[src/rtl/lector_salidas_if.sv]
// Egress-side bus bundle for lector_salidas: FIFO read side plus the valid/ready stream to the sink.
// master = the reader; slave = FIFOs and sink.
interface lector_salidas_if #(
    parameter int TAMANO_DATOS = 12
) ();
    logic [3:0]              empty;
    logic [TAMANO_DATOS-1:0] data_in0;
    logic [TAMANO_DATOS-1:0] data_in1;
    logic [TAMANO_DATOS-1:0] data_in2;
    logic [TAMANO_DATOS-1:0] data_in3;
    logic [3:0]              pop;
    logic [TAMANO_DATOS-1:0] data_out;
    logic                    valid;
    logic                    ready;
    logic [1:0]              puerto;

    modport master (
        input  empty, data_in0, data_in1, data_in2, data_in3, ready,
        output pop, data_out, valid, puerto
    );

    modport slave (
        output empty, data_in0, data_in1, data_in2, data_in3, ready,
        input  pop, data_out, valid, puerto
    );
endinterface

[src/rtl/lector_salidas.sv]
// Round-robin reader draining four output FIFOs onto one valid/ready stream, with per-port counters.
// Optional CHECK_DEST_EN macro: sticky error_dest when a word's dest field differs from its source FIFO.
module lector_salidas #(
    parameter int TAMANO_DATOS = 12,
    parameter int ANCHO_CONT   = 5
) (
    input  logic                    clk,
    input  logic                    reset,
    input  logic                    enable,
    lector_salidas_if.master        bus,
    output logic [4*ANCHO_CONT-1:0] cuenta,
    output logic                    idle,
    output logic                    error_dest
);
    typedef enum logic [1:0] {IDLE, POP, CAPT, OUT} estado_t;

    estado_t                 state_q, state_d;
    logic [1:0]              grant_q, grant_d;
    logic [1:0]              rr_q, rr_d;
    logic [TAMANO_DATOS-1:0] data_q, data_d;
    logic                    valid_q, valid_d;
    logic [1:0]              puerto_q, puerto_d;
    logic [4*ANCHO_CONT-1:0] cuenta_q, cuenta_d;
    logic [TAMANO_DATOS-1:0] dato_sel;
    logic [3:0]              pop_o;
    logic                    hay_datos;

    // First non-empty FIFO after base, circularly; base itself is checked last.
    function automatic logic [1:0] arbitra(input logic [1:0] base, input logic [3:0] vacio);
        logic [1:0] sel;
        logic [1:0] idx;
        sel = base + 2'd1;
        for (int unsigned k = 4; k >= 1; k--) begin
            idx = base + k[1:0];
            if (!vacio[idx]) sel = idx;
        end
        return sel;
    endfunction

    assign hay_datos = |(~bus.empty);

    always_comb begin
        dato_sel = bus.data_in0;
        case (grant_q)
            2'd0:    dato_sel = bus.data_in0;
            2'd1:    dato_sel = bus.data_in1;
            2'd2:    dato_sel = bus.data_in2;
            default: dato_sel = bus.data_in3;
        endcase
    end

`ifdef CHECK_DEST_EN
    logic err_q, err_d;
`endif

    always_comb begin
        state_d  = state_q;
        grant_d  = grant_q;
        rr_d     = rr_q;
        data_d   = data_q;
        valid_d  = valid_q;
        puerto_d = puerto_q;
        cuenta_d = cuenta_q;
`ifdef CHECK_DEST_EN
        err_d    = err_q;
`endif
        case (state_q)
            IDLE: begin
                if (enable && hay_datos) begin
                    grant_d = arbitra(rr_q, bus.empty);
                    state_d = POP;
                end
            end
            POP: begin
                state_d = bus.empty[grant_q] ? IDLE : CAPT;
            end
            CAPT: begin
                data_d   = dato_sel;
                puerto_d = grant_q;
                valid_d  = 1'b1;
                state_d  = OUT;
`ifdef CHECK_DEST_EN
                if (dato_sel[TAMANO_DATOS-3 -: 2] != grant_q) err_d = 1'b1;
`endif
            end
            OUT: begin
                if (valid_q && bus.ready) begin
                    for (int unsigned i = 0; i < 4; i++) begin
                        if (puerto_q == i[1:0])
                            cuenta_d[i*ANCHO_CONT +: ANCHO_CONT] =
                                cuenta_q[i*ANCHO_CONT +: ANCHO_CONT] + ANCHO_CONT'(1);
                    end
                    rr_d    = puerto_q;
                    valid_d = 1'b0;
                    // Arbitrate from the port just served so it drops to lowest priority.
                    if (enable && hay_datos) begin
                        grant_d = arbitra(puerto_q, bus.empty);
                        state_d = POP;
                    end else begin
                        state_d = IDLE;
                    end
                end
            end
            default: state_d = IDLE;
        endcase
    end

    always_ff @(posedge clk) begin
        if (reset) begin
            state_q  <= IDLE;
            grant_q  <= '0;
            rr_q     <= 2'd3;
            data_q   <= '0;
            valid_q  <= 1'b0;
            puerto_q <= '0;
            cuenta_q <= '0;
`ifdef CHECK_DEST_EN
            err_q    <= 1'b0;
`endif
        end else begin
            state_q  <= state_d;
            grant_q  <= grant_d;
            rr_q     <= rr_d;
            data_q   <= data_d;
            valid_q  <= valid_d;
            puerto_q <= puerto_d;
            cuenta_q <= cuenta_d;
`ifdef CHECK_DEST_EN
            err_q    <= err_d;
`endif
        end
    end

    // The read strobe is combinational so reset can suppress it in the same cycle.
    always_comb begin
        pop_o = '0;
        if (state_q == POP && !bus.empty[grant_q] && !reset) pop_o[grant_q] = 1'b1;
    end

    assign bus.pop      = pop_o;
    assign bus.data_out = data_q;
    assign bus.valid    = valid_q;
    assign bus.puerto   = puerto_q;
    assign cuenta       = cuenta_q;
    assign idle         = (state_q == IDLE);

`ifdef CHECK_DEST_EN
    assign error_dest = err_q;
`else
    assign error_dest = 1'b0;
`endif
endmodule

[src/flat_wrapper.sv]
// flat-port wrapper written by rule: the top's interface ports become plain ports
module lector_salidas_flat 
#(
    parameter int TAMANO_DATOS = 12,
    parameter int ANCHO_CONT   = 5
)
  (clk, reset, enable, cuenta, idle, error_dest, bus_empty, bus_data_in0, bus_data_in1, bus_data_in2, bus_data_in3, bus_ready, bus_pop, bus_data_out, bus_valid, bus_puerto);
  lector_salidas_if #(.TAMANO_DATOS(TAMANO_DATOS)) bus_i ();
  input  logic clk;
  input  logic reset;
  input  logic enable;
  output logic [4*ANCHO_CONT-1:0] cuenta;
  output logic idle;
  output logic error_dest;
  input wire logic [$bits(bus_i.empty)-1:0] bus_empty;
  input wire logic [$bits(bus_i.data_in0)-1:0] bus_data_in0;
  input wire logic [$bits(bus_i.data_in1)-1:0] bus_data_in1;
  input wire logic [$bits(bus_i.data_in2)-1:0] bus_data_in2;
  input wire logic [$bits(bus_i.data_in3)-1:0] bus_data_in3;
  input wire logic [$bits(bus_i.ready)-1:0] bus_ready;
  output wire logic [$bits(bus_i.pop)-1:0] bus_pop;
  output wire logic [$bits(bus_i.data_out)-1:0] bus_data_out;
  output wire logic [$bits(bus_i.valid)-1:0] bus_valid;
  output wire logic [$bits(bus_i.puerto)-1:0] bus_puerto;
  assign bus_i.empty = bus_empty;
  assign bus_i.data_in0 = bus_data_in0;
  assign bus_i.data_in1 = bus_data_in1;
  assign bus_i.data_in2 = bus_data_in2;
  assign bus_i.data_in3 = bus_data_in3;
  assign bus_i.ready = bus_ready;
  assign bus_pop = bus_i.pop;
  assign bus_data_out = bus_i.data_out;
  assign bus_valid = bus_i.valid;
  assign bus_puerto = bus_i.puerto;
  lector_salidas #(.TAMANO_DATOS(TAMANO_DATOS), .ANCHO_CONT(ANCHO_CONT)) u_core (.clk(clk), .reset(reset), .enable(enable), .bus(bus_i), .cuenta(cuenta), .idle(idle), .error_dest(error_dest));
endmodule
[config.mk]
export PLATFORM = sky130hd
export DESIGN_NAME = lector_salidas_flat
export DESIGN_NICKNAME = d
export VERILOG_FILES = /design/src/rtl/lector_salidas_if.sv /design/src/rtl/lector_salidas.sv /design/src/flat_wrapper.sv
export SDC_FILE = /design/constraint.sdc
export NUM_CORES = 1
export LEC_CHECK = 0
export CAP_MARGIN = 20
export CORE_ASPECT_RATIO = 1.4
export CORE_MARGIN = 2
export CORE_UTILIZATION = 47
export CTS_CLUSTER_DIAMETER = 100
export DETAILED_ROUTE_END_ITERATION = 6
export PLACE_DENSITY = 0.92
export SLEW_MARGIN = 20
export SYNTH_ARGS = -nofsm -noshare
export SYNTH_HDL_FRONTEND = slang
export SYNTH_SLANG_ARGS = --single-unit
[constraint.sdc]
create_clock -name clk -period 4.9 [get_ports clk]
set_input_delay 0.735 -clock clk [delete_from_list [all_inputs] [get_ports clk]]
set_output_delay 0.735 -clock clk [all_outputs]
set_load 0.02 [all_outputs]
* Yosys cells after proc, flatten, opt, wreduce, memory -nomap -nowiden *
Cells that the tools add are included.
Widths: inputs -> output; s select.

cells by class
  bitwise logic cells = 1
  eq/ne operators = 11
  reduce and logical (&&, ||, !) cells = 21
  $lt $le $gt $ge = 10
  mux-type cells = 41
  add/subtract/negate cells = 10

operators with widths
  operator             count
  $pmux 12 s3          1
  $mux 2               14
  $lt 2x3->1 const B   9
  $add 5x1->5 const B  4
  $bmux 1 s2           9
  $mux 1               12
  $reduce_and 3->1     4
  $eq 2x2->1 const B   5
  $add 2x2->2 const B  4
  $pmux 2 s4           1
  $eq 2x1->1 const B   3
  $logic_not 2->1      3
  $ne 2x1->1 const B   3
  $reduce_and 2->1     3
  $logic_and 1x1->1    5
  $add 2x1->2 const B  2
  $mux 4               1
  $not 4->4            1
  $pmux 2 s2           1
  $reduce_and 4->1     1
  $reduce_bool 2->1    2
  $reduce_or 4->1      1
  $demux 1 s2          1
  $ge 2x1->1 const B   1
  2 further kinds      3

word-level totals
  register bits = 41
  bits of input ports = 56
  output and inout bits = 41

* Depth between registers and ports, before layout *
Gate-level depths: netlist of the first run.

  depth after elaboration = 9
  depth in mapped cells = 9
  depth with buffers taken out = 7

* Worst setup path before layout of the first run *
OpenSTA, ideal clock, no wires.

  path type = input-to-output
  start point = input port bus_empty[3]
  end point = output port bus_pop[1]
  data required time = 4.165 ns
  stages = 4
  path slack = 2.250 ns
  arrival time = 1.915 ns
  path buffers = 1
  cells stage by stage = buf_2 -> inv_2 -> o211ai_1 -> nor4b_1

between the ends
  cells in the longest elaborated chain, start to end = 6

RTL lines
  item                            line                   text
  start: declaration              flat_wrapper.sv:15     input wire logic [$bits(bus_i.empty)-1:0] bus_empty;
  $bmux 1 s2                      lector_salidas.sv:137  if (state_q == POP && !bus.empty[grant_q] && !reset) pop_o[grant_q] = 1'b1;
  $mux 1 (implied by the code)    lector_salidas.sv:137
  $logic_not 1->1                 lector_salidas.sv:137
  $logic_and 1x1->1 (2 in a row)  lector_salidas.sv:137
  $mux 4                          lector_salidas.sv:137
  end: declaration                flat_wrapper.sv:21     output wire logic [$bits(bus_i.pop)-1:0] bus_pop;

No other way between the ends. The select of a mux whose other input is x is not followed.

* Worst setup path after layout of the first run *
  start point = input port bus_empty[0]
  end point = output port bus_pop[2]

The elaborated chain is that of the path after synthesis.

==> reports/results.ini, run 1 <==
[setup_path]
worstSetupPathType=primary input to output pin
critical_path.max_fanout=14
startpoint_type=primary input
cp.required_ps=4160
crit_arrival_ps=2760
critical_path.endpoint_type=output pin

[finish]
fin_nets=412
fill_cells=414
area_delta_synth_final_pct=38.1
regArea_um2=821
final_cell_mix=95 x clkdlybuf4s50_1, 41 x dfxtp_1, 40 x nand2_1
diodes=0
multi_input_area_um2=1420
final_util_pct=66.1
final_common_cell=clkdlybuf4s50_1
drive_gt1_share_pct=7.45

[timing]
setup_viol=0
finalSetupTns_ps=0
maxSlewViolCount=0
worst_slew_pin_slew_ps=1020
hold_viol=0
fmax_ghz=0.286
period_share_pct=71.3
rsz0062_at_grt=false
skew_ps=3.84
whs_ps=455
slew_headroom_pct=32.0
fin_crit_ps=3490

[yosys]
ys_seq_area_share_pct=33.5
yosys.area.top_type_share_pct=33.5
async_flop_share_pct=0
ys_top_cells_by_area=dfxtp_1 33%, mux4_2 11%, nand2_1 6.1%
synth_ff_type=dfxtp_1
synth_area_per_cell_um2=9.04
yosys_warnings=0
synth.cell_area_um2=2450
synth_fp_nets=335
synthesis.instances=271
synth_cell_types=48
synth_edf_count=0
yosysTopAreaCell=dfxtp_1
synth_seq_cells=41

[worst_hold_path]
hold_path_class=flip-flop to flip-flop

[route]
top_layer_used=met4
routed_wirelength_mm=6.27
vias=2269
vias_per_cell=5.47
routed-wl-met2_mm=3.56
met1_length_mm=2.22
drt-initial-drc-count=125
wire_per_inst_um=15.1
route.met3.wl_um=343
first_pass_iters=5
detail-route-antenna-nets=0
drcViolationCount=0

[die]
die_h_um=89.4
die-area_um2=5820
ios=97
num_rows=31
core-area_um2=5120
start_util_pct=47.9
die_w_um=65.0

[grt]
grt_pass1_wl_mm=9.31
grt_overflow=0
grt_pass1_vias=2100
grt_util_all_layers_pct=20.7
antenna_found_initial=0
grt_max_degree=43

[cts]
numCtsBuffers=5
cts_tree=built
clkSinkCount=41
cts_root_buf=clkbuf_8
cts-hold-fix-buffers=0
clock_latency_ps=290
path_clk_slew_ps=70
post_cts_buffers=0
cts_resized=0
clockBufferDepth=2
cts-htree-levels=2

[pwr]
ir_drop_mv=0.102
p_leak_nw=1.16
power.density_nw_per_um2=214

[run_status]
outcome=finished clean

[flow_run]
drv_cap=0

[placement]
dp_hpwl_mm=4.70
portBuffers=95
gp_congestion=0.909

-- power breakdown --
group          total [mW]  switching (mW)  leakage [nW]  internal [mW]
clock               0.208           0.107        0.0395          0.101
sequential          0.362          0.0200         0.332          0.342
combinational       0.154          0.0627         0.788         0.0909
total               0.724           0.190          1.16          0.534
-- through the flow --
stage | std cells | total power, mW | worst slack [ps] | cell area, µm²
2_1_floorplan | 271 | 0.452 | 2250 | 2450
3_3_place_gp | 407 | 0.517 | 1480 | 3310
3_5_place_dp | 407 | 0.522 | 1430 | 3310
4_1_cts | 415 | 0.727 | 1420 | 3390
5_1_grt | 415 | 0.753 | 1260 | 3390
6_report | 415 | 0.724 | 1410 | 3390
-- routing by layer --
metal,vias to the layer above,GRT usage [%]
met4,0,8.33
met1,1081,20.9
li1,1098,-
met5,-,0
met2,78,41.1
met3,12,3.90
-- critical path, cell delays in order --
cell,delay [ps]
clkdlybuf4s50_1,660
mux2i_1,260
nor2_1,100
nor4b_1,340
clkdlybuf4s50_1,660
-- state kept, by name, indices dropped and copies added, names as in the netlist, named ones only --
name / count
u_core.bus.valid: 1
u_core.grant_q: 2
u_core.state_q: 1
u_core.rr_q: 2
u_core.bus.data_out: 12
u_core.bus.puerto: 2
u_core.cuenta: 20
-- area by class of cell --
cell class,instances,area share [%]
Sequential cell,41,24.2
Tap cell,66,2.44
Multi-Input combinational cell,197,41.9
Clock buffer,8,2.37
Timing Repair Buffer,96,28.3
Inverter,7,0.776
-- worst paths after layout --
| kind | from | end | slack [ps] | cells past startpoint |
|---|---|---|---|---|
| max | bus_empty[0] | bus_pop[2] | 1410 | 5 |
| min | u_core.bus.data_out[1]$_SDFFE_PP0P_ | u_core.bus.data_out[1]$_SDFFE_PP0P_ | 450 | 2 |
| min reg2reg | u_core.bus.data_out[1]$_SDFFE_PP0P_ | u_core.bus.data_out[1]$_SDFFE_PP0P_ | 450 | 2 |
| max reg2reg | u_core.bus.puerto[0]$_SDFFE_PP0P_ | u_core.grant_q[0]$_SDFFE_PP0P_ | 2460 | 7 |
-- logic make-up (layout without fill, tap and decap cells) --
family                     count (synthesis)  count (layout)  share of synthesized area [%]
AOI/OAI and AO/OA                         54              54                           14.8
xor gates and xnor gates                  16              16                           5.72
adders and majority gates                  8               8                           4.08
buffers and inverters                     33             111                           8.68
DFF                                       41              41                           33.5
muxes                                     21              21                           15.1
other                                      1               1                          0.153
and+or+nand+nor                           97              97                           18.0
-- synthesized netlist by cell type (3+ instances only) --
cell type and number:
a21oi_1 24, mux2i_1 7, buf_6 6, nand4_1 8, nor2b_1 3, nor2_1 30, o221ai_1 3, buf_2 10
xor2_1 12, and2_1 4, inv_1 4, inv_2 3, buf_4 3, ha_1 8, dfxtp_1 41, o21ai_0 5
mux4_2 12, clkbuf_1 5, nand2_1 40, xnor2_1 4
Note: power is estimated with default switching activity, not from simulation.
==> inputs of run 2 (changes only) <==
--- a/config.mk
+++ b/config.mk
@@ -8,10 +8,10 @@
 export CAP_MARGIN = 20
 export CORE_ASPECT_RATIO = 1.4
 export CORE_MARGIN = 2
-export CORE_UTILIZATION = 47
+export CORE_UTILIZATION = 40
 export CTS_CLUSTER_DIAMETER = 100
 export DETAILED_ROUTE_END_ITERATION = 6
-export PLACE_DENSITY = 0.92
+export PLACE_DENSITY = 0.84
 export SLEW_MARGIN = 20
 export SYNTH_ARGS = -nofsm -noshare
 export SYNTH_HDL_FRONTEND = slang
==> constraint.sdc (replaced) <==
create_clock -name clk -period 2.95 [get_ports clk]
set_input_delay 0.4425 -clock clk [delete_from_list [all_inputs] [get_ports clk]]
set_output_delay 0.4425 -clock clk [all_outputs]
set_load 0.02 [all_outputs]
==> reports/results.ini, run 2 (synthesis results as in run 1) <==
[run_status]
outcome=finished clean

[die]
die-area_um2=6780  ; +17%
ios=97  ; unchanged
die_h_um=96.6  ; +8.0%
start_util_pct=41.5  ; -6.4 points
core-area_um2=5900  ; +15%
num_rows=33  ; +6.5%
die_w_um=70.2  ; +7.9%

[finish]
largest_reg_flops=20  ; unchanged
final_cell_mix=95 x clkdlybuf4s50_1, 41 x dfxtp_1, 40 x nand2_1
final_common_cell=clkdlybuf4s50_1
multi_input_area_um2=1420  ; +0.18%
area_delta_synth_final_pct=41.0
diodes=0  ; unchanged
final_util_pct=58.5  ; -7.6 points
drive_gt1_share_pct=10.4  ; +2.9 points
fin_nets=420  ; +1.9%
regArea_um2=821  ; unchanged
fill_cells=542  ; +31%

[pwr]
combPwrFrac_pct=22.9  ; +1.7 points
p_leak_nw=1.21  ; +4.0%
power.density_nw_per_um2=349  ; +63%
p_seq_share_pct=48.6  ; -1.4 points
clkPwrFrac_pct=28.5  ; -0.3 points
ir_drop_mv=0.158  ; +55%
intPower_mw=0.890  ; +67%
switching_share_pct=26.1  ; -0.099 points
switchingPower_mw=0.314  ; +66%

[cts]
cts_tree=built
clkSinkCount=41  ; unchanged
path_clk_slew_ps=70  ; about the same
clockBufferDepth=2  ; unchanged
numCtsBuffers=5  ; unchanged
clock_latency_ps=290  ; about the same
cts_resized=0  ; unchanged
post_cts_buffers=0  ; unchanged
cts-hold-fix-buffers=0  ; unchanged
cts-htree-levels=2  ; unchanged
cts_root_buf=clkbuf_8

[setup_path]
cp_num_buf_inv=2  ; unchanged
timing.rr.start=u_core.bus.puerto[0]$_SDFFE_PP0P_
r2r_setup_slack_ps=990  ; -1470 ps
crit_chain=clkdlybuf4s50_1 -> nor2_1 -> o211ai_1 -> nor4b_1 -> clkdlybuf4s50_1
path_delay_family=buffers and inverters
critical_path.endpoint_type=output pin
crit_arrival_ps=2240  ; -520 ps
startpoint=reset
slowest_delay_ps=660  ; about the same
worstSetupPathType=primary input to output pin
slowest_stage=clkdlybuf4s50_1
startpoint_type=primary input
critical_path.max_fanout=5  ; -9
crit_top_cell=clkdlybuf4s50_1
cp.required_ps=2510  ; -1650 ps

[grt]
grt_pass1_wl_mm=10.1  ; +8.2%
antenna_found_initial=0  ; unchanged
grt_util_all_layers_pct=18.1  ; -2.5 points
grt_max_degree=43  ; unchanged
grt_pass1_vias=2202  ; +4.9%
grt_overflow=0  ; unchanged

[timing]
hold_viol=0  ; unchanged
rsz0062_at_grt=false
period_share_pct=90.8
finalSetupTns_ps=0  ; unchanged
timing.final.ws_setup_ps=272  ; -1140 ps
setup_viol=0  ; unchanged
fin_crit_ps=2680
slew_headroom_pct=60.4  ; +28 points
worst_slew_pin_slew_ps=591  ; -428 ps
maxSlewViolCount=0  ; unchanged
fmax_ghz=0.373
skew_ps=3.82  ; -0.0176 ps

[placement]
portBuffers=95  ; unchanged
place_ws_ps=264  ; -1170 ps
gp_congestion=0.807  ; -11%
dp_hpwl_mm=4.68  ; -0.54%

[worst_hold_path]
hold_path_class=flip-flop to flip-flop
min_from=u_core.bus.data_out[9]$_SDFFE_PP0P_

[route]
drcViolationCount=0  ; unchanged
wire_per_inst_um=14.1  ; -6.9%
vias=2261  ; -0.35%
drt-initial-drc-count=128  ; +2.4%
routed_wirelength_mm=6.01  ; -4.2%
first_pass_iters=4  ; -1
detail-route-antenna-nets=0  ; unchanged
vias_per_cell=5.30  ; -3.2%

[flow_run]
drv_cap=0  ; unchanged

-- run 2: cell count changes in the layout (fill, tap and decap cells not counted) --
cell / change
buf_4: +8
clkbuf_1: -2
clkinv_2: +2
nor2b_1: -1
nor2b_2: +1
-- run 2: cell type report --
class	count	share of cell area, %
inverters	7	0.760
well taps	70	2.53
clock inverters	2	0.290
flip-flops and latches	41	23.8
clock buffers	6	2.10
repair buffers	104	29.5
multi-input cells	197	41.1
-- run 2: metrics by stage --
step | area [µm²] | hold slack (ps) | power [mW] | cells
after global placement | 3370 | 441 | 0.870 | 419
after detailed placement | 3370 | 445 | 0.875 | 419
final | 3460 | 455 | 1.20 | 427
after global routing | 3460 | 484 | 1.27 | 427
after CTS | 3450 | 457 | 1.22 | 427
after floorplan | 2450 | 525 | 0.751 | 271
-- run 2: final timing paths --
kind,cells after the start,endpoint
worst min register to register,2,u_core.bus.data_out[9]$_SDFFE_PP0P_
worst max register to register,7,u_core.grant_q[0]$_SDFFE_PP0P_
worst min-delay path,2,u_core.bus.data_out[9]$_SDFFE_PP0P_
worst max-delay path,5,bus_pop[1]
-- run 2: tightest hold or removal path, delay by kind of cell (launching register included) --
| family | cells | cell delay [ps] |
|---|---|---|
| AOI/OAI and AO/OA | 1 | 50 |
| DFF | 1 | 310 |
| and+or+nand+nor | 1 | 50 |
-- run 2: routing by layer --
| metal | GRT usage [%] | share of wire, % |
|---|---|---|
| met3 | 3.02 | 4.3 |
| met2 | 31.9 | 53 |
| met1 | 20.6 | 38 |
| met5 | 0 | 0 |
| met4 | 9.62 | 4.1 |
-- run 2: power by group through the flow --
stage               clock, mW  combinational [mW]  sequential [mW]
finish                  0.344               0.275            0.585
global route            0.382               0.299            0.588
CTS                     0.360               0.278            0.585
detailed placement          0               0.276            0.598
global placement            0               0.272            0.598
floorplan                   0               0.148            0.604
==> inputs of run 3 (changes only) <==
--- a/config.mk
+++ b/config.mk
@@ -8,10 +8,10 @@
 export CAP_MARGIN = 20
 export CORE_ASPECT_RATIO = 1.4
 export CORE_MARGIN = 2
-export CORE_UTILIZATION = 40
+export CORE_UTILIZATION = 44
 export CTS_CLUSTER_DIAMETER = 100
 export DETAILED_ROUTE_END_ITERATION = 6
-export PLACE_DENSITY = 0.84
+export PLACE_DENSITY = 0.87
 export SLEW_MARGIN = 20
 export SYNTH_ARGS = -nofsm -noshare
 export SYNTH_HDL_FRONTEND = slang
==> constraint.sdc (replaced) <==
create_clock -name clk -period 2.97 [get_ports clk]
set_input_delay 0.4455 -clock clk [delete_from_list [all_inputs] [get_ports clk]]
set_output_delay 0.4455 -clock clk [all_outputs]
set_load 0.02 [all_outputs]
==> reports/results.ini, run 3 (synthesis results as in run 1) <==
[route]
drt-initial-drc-count=113  ; -12%
detail-route-antenna-nets=0  ; unchanged
vias_per_cell=5.32  ; +0.55%
routed_wirelength_mm=6.31  ; +5.1%
wire_per_inst_um=14.8  ; +5.3%
first_pass_iters=4  ; unchanged
drcViolationCount=0  ; unchanged
vias=2268  ; +0.31%

[pwr]
ir_drop_mv=0.197  ; +25%
p_leak_nw=1.21  ; +0.43%
power.density_nw_per_um2=350  ; +0.29%

[setup_path]
crit_arrival_ps=2230  ; about the same
startpoint_type=primary input
reg2reg_depth=7  ; unchanged
cp.required_ps=2520  ; about the same
crit_top_cell=clkdlybuf4s50_1
worstReg2RegEnd=u_core.grant_q[0]$_SDFFE_PP0P_
critical_path.endpoint_type=output pin
startpoint=reset
timing.rr.start=u_core.bus.puerto[0]$_SDFFE_PP0P_
critical_path.max_fanout=5  ; unchanged
slowest_stage=clkdlybuf4s50_1
slowest_delay_ps=660  ; about the same
r2r_setup_slack_ps=1020  ; +30 ps
crit_chain=clkdlybuf4s50_1 -> nor2_1 -> o211ai_1 -> nor4b_1 -> clkdlybuf4s50_1
worstSetupPathType=primary input to output pin

[timing]
rsz0062_at_grt=false
fmax_ghz=0.374
finalSetupTns_ps=0  ; unchanged
hold_viol=0  ; unchanged
worst_slew_pin_slew_ps=530  ; -60.2 ps
period_share_pct=89.9
maxSlewViolCount=0  ; unchanged
setup_viol=0  ; unchanged
fin_crit_ps=2670
skew_ps=7.14  ; +3.32 ps
slew_headroom_pct=64.6  ; +4.2 points

[cts]
post_cts_buffers=0  ; unchanged
cts_resized=0  ; unchanged
cts_root_buf=clkbuf_8
cts-htree-levels=2  ; unchanged
clock_latency_ps=290  ; about the same
clockBufferDepth=2  ; unchanged
numCtsBuffers=5  ; unchanged
path_clk_slew_ps=70  ; about the same
cts_tree=built
cts-hold-fix-buffers=0  ; unchanged
clkSinkCount=41  ; unchanged

[worst_hold_path]
hold_path_class=flip-flop to flip-flop
hold_depth=2  ; unchanged
min_from=u_core.bus.data_out[8]$_SDFFE_PP0P_
worst_hold_path.endpoint=u_core.bus.data_out[8]$_SDFFE_PP0P_

[finish]
final_area_um2=3460  ; about the same
largest_reg_flops=20  ; unchanged
fin_nets=421  ; +0.24%
area_delta_synth_final_pct=41.1  ; about the same
final_cell_mix=95 x clkdlybuf4s50_1, 41 x dfxtp_1, 40 x nand2_1
fill_cells=477  ; -12%
final_common_cell=clkdlybuf4s50_1
diodes=0  ; unchanged
drive_gt1_share_pct=10.3  ; -0.029 points

[die]
num_rows=32  ; -3.0%
ios=97  ; unchanged
die_h_um=92.3  ; -4.5%
start_util_pct=45.0  ; +3.5 points
core-area_um2=5450  ; -7.8%
die_w_um=67.1  ; -4.4%
die-area_um2=6190  ; -8.7%

[grt]
grt_pass1_wl_mm=9.78  ; -2.8%
grt_util_all_layers_pct=20.1  ; +2.0 points
grt_pass1_vias=2147  ; -2.5%
grt_overflow=0  ; unchanged
antenna_found_initial=0  ; unchanged
grt_max_degree=43  ; unchanged

[placement]
placed_cell_area_um2=3380  ; +0.15%
portBuffers=95  ; unchanged
gp_congestion=0.864  ; +7.1%
dp_hpwl_mm=4.77  ; +2.0%

[run_status]
outcome=finished clean

[flow_run]
drv_cap=0  ; unchanged

[run 3: cell count changes in the layout (fill, tap and decap cells not counted)]
| cell | delta |
|---|---|
| nor2b_2 | -1 |
| buf_4 | +1 |
| nor2b_1 | +1 |
[run 3: metal layers]
layer	routed length [µm]	GRT usage, %
met1	2450	23.7
met2	3520	36.0
met3	222	2.55
met4	115	7.99
met5	0	0
[run 3: how the worst max path moves through the flow]
stage / end / slack [ps] / cells after the start
after floorplan: bus_pop[1] / 900 / 4
after global placement: bus_pop[1] / 290 / 5
after detailed placement: bus_pop[1] / 270 / 5
after CTS: bus_pop[1] / 260 / 5
after global routing: bus_pop[1] / 160 / 5
final: bus_pop[1] / 300 / 5
[run 3: area by class of cell]
class | count | area, µm² | share of cell area, %
Tap cell | 68 | 85.1 | 2.46
Inverter | 7 | 26.3 | 0.760
Clock inverter | 2 | 10.0 | 0.289
Multi-Input combinational cell | 197 | 1420 | 41.0
Sequential cell | 41 | 821 | 23.7
Clock buffer | 6 | 72.6 | 2.10
Timing Repair Buffer | 105 | 1030 | 29.7
[run 3: where the power goes]
part | leakage, nW | internal [mW] | total, mW | switching, mW
Sequential | 0.332 | 0.565 | 0.578 | 0.0137
Combinational | 0.834 | 0.157 | 0.280 | 0.122
Clock | 0.0450 | 0.163 | 0.351 | 0.188
Total | 1.21 | 0.885 | 1.21 | 0.324
[run 3: metrics by stage]
| stage | std cells | total power [mW] | hold WS, ps | utilization [%] | setup slack, ps |
|---|---|---|---|---|---|
| after floorplan | 271 | 0.746 | 525 | - | 899 |
| after global placement | 418 | 0.865 | 442 | 62.0 | 291 |
| after detailed placement | 418 | 0.871 | 447 | 62.0 | 267 |
| after CTS | 426 | 1.22 | 458 | 63.5 | 262 |
| after global routing | 426 | 1.26 | 476 | 63.5 | 157 |
| final | 426 | 1.21 | 456 | 63.5 | 299 |
[run 3: worst max-delay path, delay by kind of cell]
family	cells	cell delay (ps)
simple gates	2	450
compound gates	1	190
buf+inv	2	1140
